[src/rtl/huffman_encoder_if.sv]
// Symbol-in / serial-bit-out bundle of the Huffman encoder.
// The encoder connects through the slave modport; its driver/consumer uses master.
interface huffman_encoder_if #(
   parameter int LVL_W = 3
);
   logic [2:0]       sym_in;
   logic             sym_valid;
   logic             sym_ready;
   logic             bit_out;
   logic             bit_valid;
   logic             bit_ready;
   logic             bit_last;
   logic             err;
   logic [LVL_W-1:0] fifo_level;
   logic             busy;

   modport master (
      output sym_in, sym_valid, bit_ready,
      input  sym_ready, bit_out, bit_valid, bit_last, err, fifo_level, busy
   );

   modport slave (
      input  sym_in, sym_valid, bit_ready,
      output sym_ready, bit_out, bit_valid, bit_last, err, fifo_level, busy
   );
endinterface

[src/rtl/huffman_encoder.sv]
// Serial Huffman encoder: buffers 3-bit symbols in a small FIFO and shifts
// out their prefix codes MSB first, one bit per accepted cycle.
// Codes: 1="0", 2="101", 3="100", 4="111", 5="1101", 6="1100"; 0 and 7 flag err.
module huffman_encoder #(
   parameter int FIFO_DEPTH = 4,
   parameter int LVL_W      = 3
) (
   input  logic               clk,
   input  logic               reset,
   huffman_encoder_if.slave   enc_if
);
   localparam int PTR_W = (FIFO_DEPTH > 1) ? $clog2(FIFO_DEPTH) : 1;

   typedef enum logic [0:0] {
      ST_IDLE  = 1'b0,
      ST_SHIFT = 1'b1
   } state_t;

   // Code word left-aligned in [5:2] (first bit at [5]) and length-1 in [1:0].
   function automatic logic [5:0] code_of(input logic [2:0] sym);
      logic [5:0] c;
      case (sym)
         3'd1:    c = {4'b0000, 2'd0};
         3'd2:    c = {4'b1010, 2'd2};
         3'd3:    c = {4'b1000, 2'd2};
         3'd4:    c = {4'b1110, 2'd2};
         3'd5:    c = {4'b1101, 2'd3};
         3'd6:    c = {4'b1100, 2'd3};
         default: c = 6'b000000;
      endcase
      return c;
   endfunction

   state_t           state_q, state_d;
   logic [2:0]       fifo_mem_q [FIFO_DEPTH];
   logic [PTR_W-1:0] wr_ptr_q, wr_ptr_d;
   logic [PTR_W-1:0] rd_ptr_q, rd_ptr_d;
   logic [LVL_W-1:0] level_q, level_d;
   logic [3:0]       shreg_q, shreg_d;
   logic [1:0]       cnt_q, cnt_d;
   logic             last_q, last_d;
   logic             err_q, err_d;

   logic             sym_ready_s;
   logic             sym_legal_s;
   logic             accept_s;
   logic             push_s;
   logic             pop_s;
   logic             empty_s;
   logic [5:0]       head_code_s;

   // No pass-through: a full FIFO refuses input even when a pop happens this cycle.
   assign sym_ready_s = (level_q != LVL_W'(FIFO_DEPTH));
   assign sym_legal_s = (enc_if.sym_in != 3'd0) && (enc_if.sym_in != 3'd7);
   assign accept_s    = enc_if.sym_valid && sym_ready_s;
   assign push_s      = accept_s && sym_legal_s;
   assign empty_s     = (level_q == {LVL_W{1'b0}});
   assign head_code_s = code_of(fifo_mem_q[rd_ptr_q]);

   // Serializer next state, shift register update, pops and FIFO bookkeeping.
   always_comb begin
      state_d  = state_q;
      shreg_d  = shreg_q;
      cnt_d    = cnt_q;
      last_d   = last_q;
      pop_s    = 1'b0;
      err_d    = accept_s && !sym_legal_s;
      wr_ptr_d = wr_ptr_q;
      rd_ptr_d = rd_ptr_q;
      level_d  = level_q;

      case (state_q)
         ST_IDLE: begin
            if (!empty_s) begin
               pop_s   = 1'b1;
               shreg_d = head_code_s[5:2];
               cnt_d   = head_code_s[1:0];
               last_d  = (head_code_s[1:0] == 2'd0);
               state_d = ST_SHIFT;
            end else begin
               state_d = ST_IDLE;
            end
         end
         ST_SHIFT: begin
            if (enc_if.bit_ready) begin
               if (last_q) begin
                  if (!empty_s) begin
                     // Back-to-back follower: load the next code with no bubble.
                     pop_s   = 1'b1;
                     shreg_d = head_code_s[5:2];
                     cnt_d   = head_code_s[1:0];
                     last_d  = (head_code_s[1:0] == 2'd0);
                     state_d = ST_SHIFT;
                  end else begin
                     shreg_d = 4'b0000;
                     cnt_d   = 2'd0;
                     last_d  = 1'b0;
                     state_d = ST_IDLE;
                  end
               end else begin
                  shreg_d = {shreg_q[2:0], 1'b0};
                  cnt_d   = cnt_q - 2'd1;
                  last_d  = (cnt_q == 2'd1);
               end
            end else begin
               state_d = ST_SHIFT;
            end
         end
         default: begin
            state_d = ST_IDLE;
         end
      endcase

      if (push_s) begin
         wr_ptr_d = wr_ptr_q + PTR_W'(1);
      end else begin
         wr_ptr_d = wr_ptr_q;
      end

      if (pop_s) begin
         rd_ptr_d = rd_ptr_q + PTR_W'(1);
      end else begin
         rd_ptr_d = rd_ptr_q;
      end

      case ({push_s, pop_s})
         2'b10:   level_d = level_q + LVL_W'(1);
         2'b01:   level_d = level_q - LVL_W'(1);
         default: level_d = level_q;
      endcase
   end

   // State, pointers, level and serializer registers with synchronous flush.
   always_ff @(posedge clk) begin
      if (reset) begin
         state_q  <= ST_IDLE;
         wr_ptr_q <= {PTR_W{1'b0}};
         rd_ptr_q <= {PTR_W{1'b0}};
         level_q  <= {LVL_W{1'b0}};
         shreg_q  <= 4'b0000;
         cnt_q    <= 2'd0;
         last_q   <= 1'b0;
         err_q    <= 1'b0;
      end else begin
         state_q  <= state_d;
         wr_ptr_q <= wr_ptr_d;
         rd_ptr_q <= rd_ptr_d;
         level_q  <= level_d;
         shreg_q  <= shreg_d;
         cnt_q    <= cnt_d;
         last_q   <= last_d;
         err_q    <= err_d;
      end
   end

   // Symbol storage; contents are don't-care until written, the pointers define validity.
   always_ff @(posedge clk) begin
      if (push_s && !reset) begin
         fifo_mem_q[wr_ptr_q] <= enc_if.sym_in;
      end
   end

   assign enc_if.sym_ready  = sym_ready_s;
   assign enc_if.bit_out    = shreg_q[3];
   assign enc_if.bit_valid  = (state_q == ST_SHIFT);
   assign enc_if.bit_last   = last_q;
   assign enc_if.err        = err_q;
   assign enc_if.fifo_level = level_q;
   assign enc_if.busy       = (state_q == ST_SHIFT) || !empty_s;
endmodule

[src/flat_wrapper.sv]
// flat-port wrapper written by rule: the top's interface ports become plain ports
module huffman_encoder_flat 
#(
   parameter int FIFO_DEPTH = 4,
   parameter int LVL_W      = 3
)
  (clk, reset, enc_if_sym_in, enc_if_sym_valid, enc_if_bit_ready, enc_if_sym_ready, enc_if_bit_out, enc_if_bit_valid, enc_if_bit_last, enc_if_err, enc_if_fifo_level, enc_if_busy);
  huffman_encoder_if #(.LVL_W(LVL_W)) enc_if_i ();
  input  logic clk;
  input  logic reset;
  input wire logic [$bits(enc_if_i.sym_in)-1:0] enc_if_sym_in;
  input wire logic [$bits(enc_if_i.sym_valid)-1:0] enc_if_sym_valid;
  input wire logic [$bits(enc_if_i.bit_ready)-1:0] enc_if_bit_ready;
  output wire logic [$bits(enc_if_i.sym_ready)-1:0] enc_if_sym_ready;
  output wire logic [$bits(enc_if_i.bit_out)-1:0] enc_if_bit_out;
  output wire logic [$bits(enc_if_i.bit_valid)-1:0] enc_if_bit_valid;
  output wire logic [$bits(enc_if_i.bit_last)-1:0] enc_if_bit_last;
  output wire logic [$bits(enc_if_i.err)-1:0] enc_if_err;
  output wire logic [$bits(enc_if_i.fifo_level)-1:0] enc_if_fifo_level;
  output wire logic [$bits(enc_if_i.busy)-1:0] enc_if_busy;
  assign enc_if_i.sym_in = enc_if_sym_in;
  assign enc_if_i.sym_valid = enc_if_sym_valid;
  assign enc_if_i.bit_ready = enc_if_bit_ready;
  assign enc_if_sym_ready = enc_if_i.sym_ready;
  assign enc_if_bit_out = enc_if_i.bit_out;
  assign enc_if_bit_valid = enc_if_i.bit_valid;
  assign enc_if_bit_last = enc_if_i.bit_last;
  assign enc_if_err = enc_if_i.err;
  assign enc_if_fifo_level = enc_if_i.fifo_level;
  assign enc_if_busy = enc_if_i.busy;
  huffman_encoder #(.FIFO_DEPTH(FIFO_DEPTH), .LVL_W(LVL_W)) u_core (.clk(clk), .reset(reset), .enc_if(enc_if_i));
endmodule
[config.mk]
export PLATFORM = sky130hd
export DESIGN_NAME = huffman_encoder_flat
export DESIGN_NICKNAME = d
export VERILOG_FILES = /design/src/rtl/huffman_encoder_if.sv /design/src/rtl/huffman_encoder.sv /design/src/flat_wrapper.sv
export SDC_FILE = /design/constraint.sdc
export NUM_CORES = 1
export LEC_CHECK = 0
export ABC_CLOCK_PERIOD_IN_PS = 2700
export CELL_PAD_IN_SITES_DETAIL_PLACEMENT = 2
export CELL_PAD_IN_SITES_GLOBAL_PLACEMENT = 2
export CORE_UTILIZATION = 30
export CTS_CLUSTER_DIAMETER = 150
export DETAILED_ROUTE_END_ITERATION = 10
export PLACE_DENSITY = 0.63
export SETUP_SLACK_MARGIN = 0.1
export SLEW_MARGIN = 20
export SYNTH_ARGS = -nofsm -noshare
export SYNTH_HDL_FRONTEND = slang
export SYNTH_SLANG_ARGS = --single-unit
[constraint.sdc]
create_clock -name clk -period 2.7 [get_ports clk]
set_clock_uncertainty 0.1 [all_clocks]
set_input_delay 0.405 -clock clk [delete_from_list [all_inputs] [get_ports clk]]
set_output_delay 0.405 -clock clk [all_outputs]
set_load 0.02 [all_outputs]
Word-level counts from Yosys, hierarchy flattened
Memories as Yosys holds them, arrays and structs flattened. A register that Yosys moved wholly into a read port is not among the register bits.
Index checks and enable logic that the tools add are counted.
{ "word_totals": {"ff_bits": 16, "output_inout_bits": 9, "memories": 1, "inputBits": 7, "ram_bits": 12, "word_cells": 69} }
{ "mem_list": {"columns": ["name", "words", "word_bits", "read_ports", "rd_ports_with_merged_regs", "wr", "line", "source"], "rows": [
  ["u_core.fifo_mem_q", 4, 3, 1, 1, 1, "huffman_encoder.sv:35", "logic [2:0] fifo_mem_q [FIFO_DEPTH];"]
]} }
{ "op_classes": {"bitwise_logic": 1, "eq_ne": 12, "n_addsub": 5, "n_reduce_logical": 14, "n_mux": 28} }
{ "ops": {"columns": ["cell", "n"], "rows": [
  ["case mux 6 bit (5 select lines)", 1],
  ["two-way mux 4 bit", 4],
  ["two-way mux 2 bit", 6],
  ["two-way mux 1 bit", 11],
  ["equality test 3 bit, second input constant", 3],
  ["case mux 4 bit (2 select lines)", 1],
  ["equality test 3 x 2 -> 1 bit, second input constant", 2],
  ["!= test 3 bit, second input constant", 2],
  ["case mux 1 bit (2 select lines)", 3],
  ["case mux 3 bit (2 select lines)", 1],
  ["logical AND 1 bit", 5],
  ["adder 2 x 1 -> 2 bit, second input constant", 2],
  ["equality test 2 x 1 -> 1 bit, second input constant", 2],
  ["!= test 2 bit, second input constant", 2],
  ["case mux 2 bit (2 select lines)", 1],
  ["adder 3 x 1 -> 3 bit, second input constant", 1],
  ["logical NOT 1 bit", 3],
  ["logical NOT 3 bit", 1],
  ["nonzero test 3 bit", 1],
  ["subtractor 3 x 1 -> 3 bit, second input constant", 1],
  ["equality test 2 bit, second input constant", 1],
  ["logical NOT 2 bit", 1],
  ["AND reduction 2 bit", 1],
  ["nonzero test 2 bit", 1],
  ["3 further kinds", 3]
]} }

Longest topological paths before layout
{ "logic_depth": {"ltp_word": 7, "depth_mapped": 8, "ltp_nobuf": 8} }

Least setup slack after synthesis
No wires, ideal clock.
{ "synth_path": {"kind": "register to register", "start": "reg u_core.level_q[2], in the netlist u_core.enc_if.fifo_level[2]", "end": "reg u_core.level_q[2], in the netlist u_core.enc_if.fifo_level[2]", "t_arrival_ns": 2.369, "path_stages_with_launch": 9, "synth_period_minus_slack_ns": 2.539, "setup_slack_ns": 0.161, "setup_ns": 0.071, "t_required_ns": 2.529, "path_cell_list": "dfxtp_1 or3b_1 nand4_1 ha_1 inv_1 fa_1 xor2_1 or3_1 a21oi_1"} }
{ "synth_between": {"word_cells_on_any_way": 14, "classes_between": "2 x add/sub; 3 x eq/ne; 5 x mux; 4 x reduce/logical"} }
{ "synth_rtl": {"columns": ["item", "line", "source"], "rows": [
  ["start: declaration", "huffman_encoder.sv:38", "logic [LVL_W-1:0] level_q, level_d;"],
  ["start signal: assignment", "huffman_encoder.sv:139", "level_q <= {LVL_W{1'b0}};"],
  ["start signal: assignment", "huffman_encoder.sv:148", "level_q <= level_d;"],
  ["!= test 3 bit *", "huffman_encoder.sv:53", "assign sym_ready_s = (level_q != LVL_W'(FIFO_DEPTH));"],
  ["via enc_if_sym_ready", "flat_wrapper.sv:14", "output wire logic [$bits(enc_if_i.sym_ready)-1:0] enc_if_sym_ready;"],
  ["logical AND 1 bit *", "huffman_encoder.sv:55", "assign accept_s = enc_if.sym_valid && sym_ready_s;"],
  ["logical AND 1 bit *", "huffman_encoder.sv:56", "assign push_s = accept_s && sym_legal_s;"],
  ["equality test 2 x 1 -> 1 bit / equality test 2 bit (equally long branches)", "huffman_encoder.sv:126", "case ({push_s, pop_s})"],
  ["case mux 3 bit (2 select lines) / nonzero test 2 bit (equally long branches)", null, null]
]} }
The timed path passes the listed nets; every way through them passes the cells marked *.
A chain may end at the register's enable or synchronous reset.

Final worst setup path
{ "layout_path": {"start": "in enc_if_sym_in[0]", "end": "reg u_core.level_q[2], in the netlist u_core.enc_if.fifo_level[2]"} }
{ "layout_between": {"elab_chain_cells": 5, "word_cells_on_any_way": 8, "classes_between": "3 x eq/ne; 1 x mux; 4 x reduce/logical"} }
{ "layout_lines": {"columns": ["item", "line", "source"], "rows": [
  ["start: declaration", "flat_wrapper.sv:11", "input wire logic [$bits(enc_if_i.sym_in)-1:0] enc_if_sym_in;"],
  ["!= test 3 bit / nonzero test 3 bit (equally long branches)", "huffman_encoder.sv:54", "assign sym_legal_s = (enc_if.sym_in != 3'd0) && (enc_if.sym_in != 3'd7);"],
  ["logical AND 1 bit *", "huffman_encoder.sv:54", null],
  ["logical AND 1 bit *", "huffman_encoder.sv:56", null],
  ["equality test 2 x 1 -> 1 bit / equality test 2 bit (equally long branches)", "huffman_encoder.sv:126", null],
  ["case mux 3 bit (2 select lines) / nonzero test 2 bit (equally long branches)", null, null]
]} }
Mark *: on every way between the ends. The rest lies on a longest branch, timed or not.

==> metrics.yaml <==
place_ws_ns: -0.116
synth_cell_types: 39
worst-setup-path-type: "input port to register"
area_growth_pct: 23.5
fillers: 464
cts_tree: "yes"
period_needed_ns: 2.48
row_count: 24
status: "completed"
cts.path.max_buffers: 2
finalSetupViolCount: 0
ys_ff_latch: 30
path_common_cell: "or3_1"
grt_usage_pct: 15.0
synth_area_um2: 1390
via_count: 1005
gp_congestion: 0.672
antenna_found_initial: 0
dieArea_um2: 4920
crit_path_cell_trace: "clkdlybuf4s50_1 > or3_1 > nand4_1 > ha_1 > inv_1 > fa_1 > xor2_1 > or3_1 > a21oi_1"
grt_overflow: 0
hold_class: "register to register"
htreeDepth: 2
io_pins: 16
routed_wirelength_um: 3130
grt_max_degree: 19
path_buf_inv: 2
critPathLaunchType: "input port"
synth_edf_count: 12
yosysSeqAreaShare_pct: 51.8
critPathArrivalTime_ns: 2.59
core_um2: 4410
initial_core_util_pct: 31.5
drive_gt1_share_pct: 12.7
fin_area_um2: 1720
fin_nets: 163
synth_ff_type: "dfxtp_1"
fin_util_pct: 38.9
cts_root_buffer: "clkbuf_8"
clk_latency_ns: 0.27
die_h_um: 70.1
wire_per_inst_um: 15.5
drt_iter0_markers: 52
cts.sinks: 30
drv_cap: 0
p_leak_uw: 0.000653
drc: 0
hold_violations: 0
placed_area_um2: 1640
synth_nets: 136
hpwl_um: 2360
synth_area_leaders: "dfxtp_1 26%, edfxtp_1 26%, ha_1 5.4%"
slowest_stage: "clkdlybuf4s50_1"
path_clk_slew_ns: 0.06
die_w_um: 70.1
antenna_left: 0
final_cells: 202
synthCells: 122
post-synth-top-area-fraction_pct: 25.9
diodes: 0
cts_buffers: 5
final.setup.worst_slack_ns: 0.220
timing_max_transition_violations_final: 0
powerDensity_nw_per_um2: 1040
end_kind: "register"
async_flop_share_pct: 0
final.setup.tns_ns: 0
required_ns: 2.81
ys_warn_count: 0
via_per_inst: 4.98
rsz0062_at_grt: "false"
max_slew_margin_pct: 63.8
first_pass_iters: 2
syn_area_per_cell_um2: 11.4
regToRegSetupSlack_ns: 0.33
tightest_slew_ns: 0.538
fmax_mhz: 403
io_buffers: 15
synth_area_leader_cell: "dfxtp_1"
grt_pass1_wl_um: 5590
cts_hold_buf: 0
ir_drop_mv: 0.381
post-route-period-util_pct: 91.9
placed_cells: 194
grt_pass1_vias: 1149
worstPathMaxFanout: 2
slowest_delay_ns: 0.42
crit_family: "simple AND/OR/NAND/NOR gates"
-- what timing repair did --
| item | CTS | global route |
|---|---|---|
| endpoints found under the setup margin | 0 | 1 |
| buffers inserted | 0 | 0 |
| gates resized for setup | 0 | 0 |
-- flip-flops by register name (all words and copies together) (netlist names), named ones only --
name / count
u_core.fifo_mem_q: 12
u_core.shreg_q: 4
u_core.enc_if.fifo_level: 3
u_core.cnt_q: 2
u_core.rd_ptr_q: 2
u_core.wr_ptr_q: 2
u_core.enc_if.bit_last: 1
u_core.enc_if.bit_valid: 1
u_core.enc_if.err: 1
-- layout make-up --
class	count	area (um^2)	area share, %
repair buffers	23	210	12.2
well taps	52	65.1	3.78
clock buffers	8	80.1	4.66
multi-input cells	82	617	35.9
flip-flops and latches	30	721	41.9
inverters	7	26.3	1.53
-- synth_stat cells (all sizes together) (2+ instances only) --
master   n
a21boi   2
o21ai    3
dfxtp   18
mux4     3
and2     5
a311oi   3
nand4b   2
edfxtp  12
ha       6
mux2i    3
inv      7
nand3    2
nor2b    2
xor2     4
a21oi    6
nand2    7
or3      2
nor3     2
clkbuf   2
xnor2    3
nor2    13
-- cells by family after synthesis --
logic type	after synthesis	synth area share, %
compound gates	19	9.16
xor+xnor	7	4.40
fa+ha+maj	7	6.83
buf+inv	10	3.95
flops	30	51.8
mux	6	7.01
simple gates	43	16.9
-- worst reg2reg max path, stage by stage (launching register included) --
cell     delay [ns]
dfxtp_1        0.38
or3b_1         0.46
nand4_1        0.15
ha_1           0.18
inv_1          0.06
fa_1           0.38
xor2_1         0.16
or3_1          0.31
a21oi_1        0.14
-- placed cells by master, fill, tap and decap left out, types with 4 or more instances in the layout --
master,Yosys,final
dfxtp_1,18,18
xor2_1,4,4
clkdlybuf4s50_1,0,15
buf_4,0,8
nand2_1,7,7
clkbuf_8,1,5
nor2_1,12,12
edfxtp_1,12,12
a21oi_1,6,6
ha_1,6,6
and2_1,5,5
inv_1,7,7
-- metrics by stage --
stage,total power (uW),hold WS [ns]
after global placement,1430,0.356
after detailed placement,1470,0.382
after global routing,1940,0.419
after CTS,1830,0.393
final,1790,0.396
after floorplan,1200,0.342
-- path summary, 6_finish.rpt --
path,startpoint,endpoint,cells after the start
max,enc_if_sym_in[0],u_core.enc_if.fifo_level[2]$_SDFFE_PP0P_,9
min,u_core.shreg_q[0]$_SDFFE_PP0P_,u_core.shreg_q[0]$_SDFFE_PP0P_,2
max reg2reg,u_core.enc_if.fifo_level[0]$_SDFFE_PP0P_,u_core.enc_if.fifo_level[2]$_SDFFE_PP0P_,8
min reg2reg,u_core.shreg_q[0]$_SDFFE_PP0P_,u_core.shreg_q[0]$_SDFFE_PP0P_,2
-- where the power goes --
| group | internal, uW | switching (uW) | leakage [uW] | total (uW) |
|---|---|---|---|---|
| sequential | 565 | 82.8 | 0.000257 | 648 |
| combinational | 380 | 419 | 0.000357 | 799 |
| clock | 183 | 158 | 0.0000395 | 341 |
-- per-layer routing --
| metal | part of all wire [%] | GRT usage, % | wire length [um] | vias up |
|---|---|---|---|---|
| met4 | 1.9 | 6.67 | 61 | 0 |
| met5 | 0 | 0 | 0 | - |
| met3 | 2.6 | 4.33 | 83 | 6 |
| li1 | - | - | - | 490 |
| met1 | 45 | 17.8 | 1420 | 499 |
| met2 | 50 | 25.1 | 1570 | 10 |
Power figures use the tool's default switching activity.
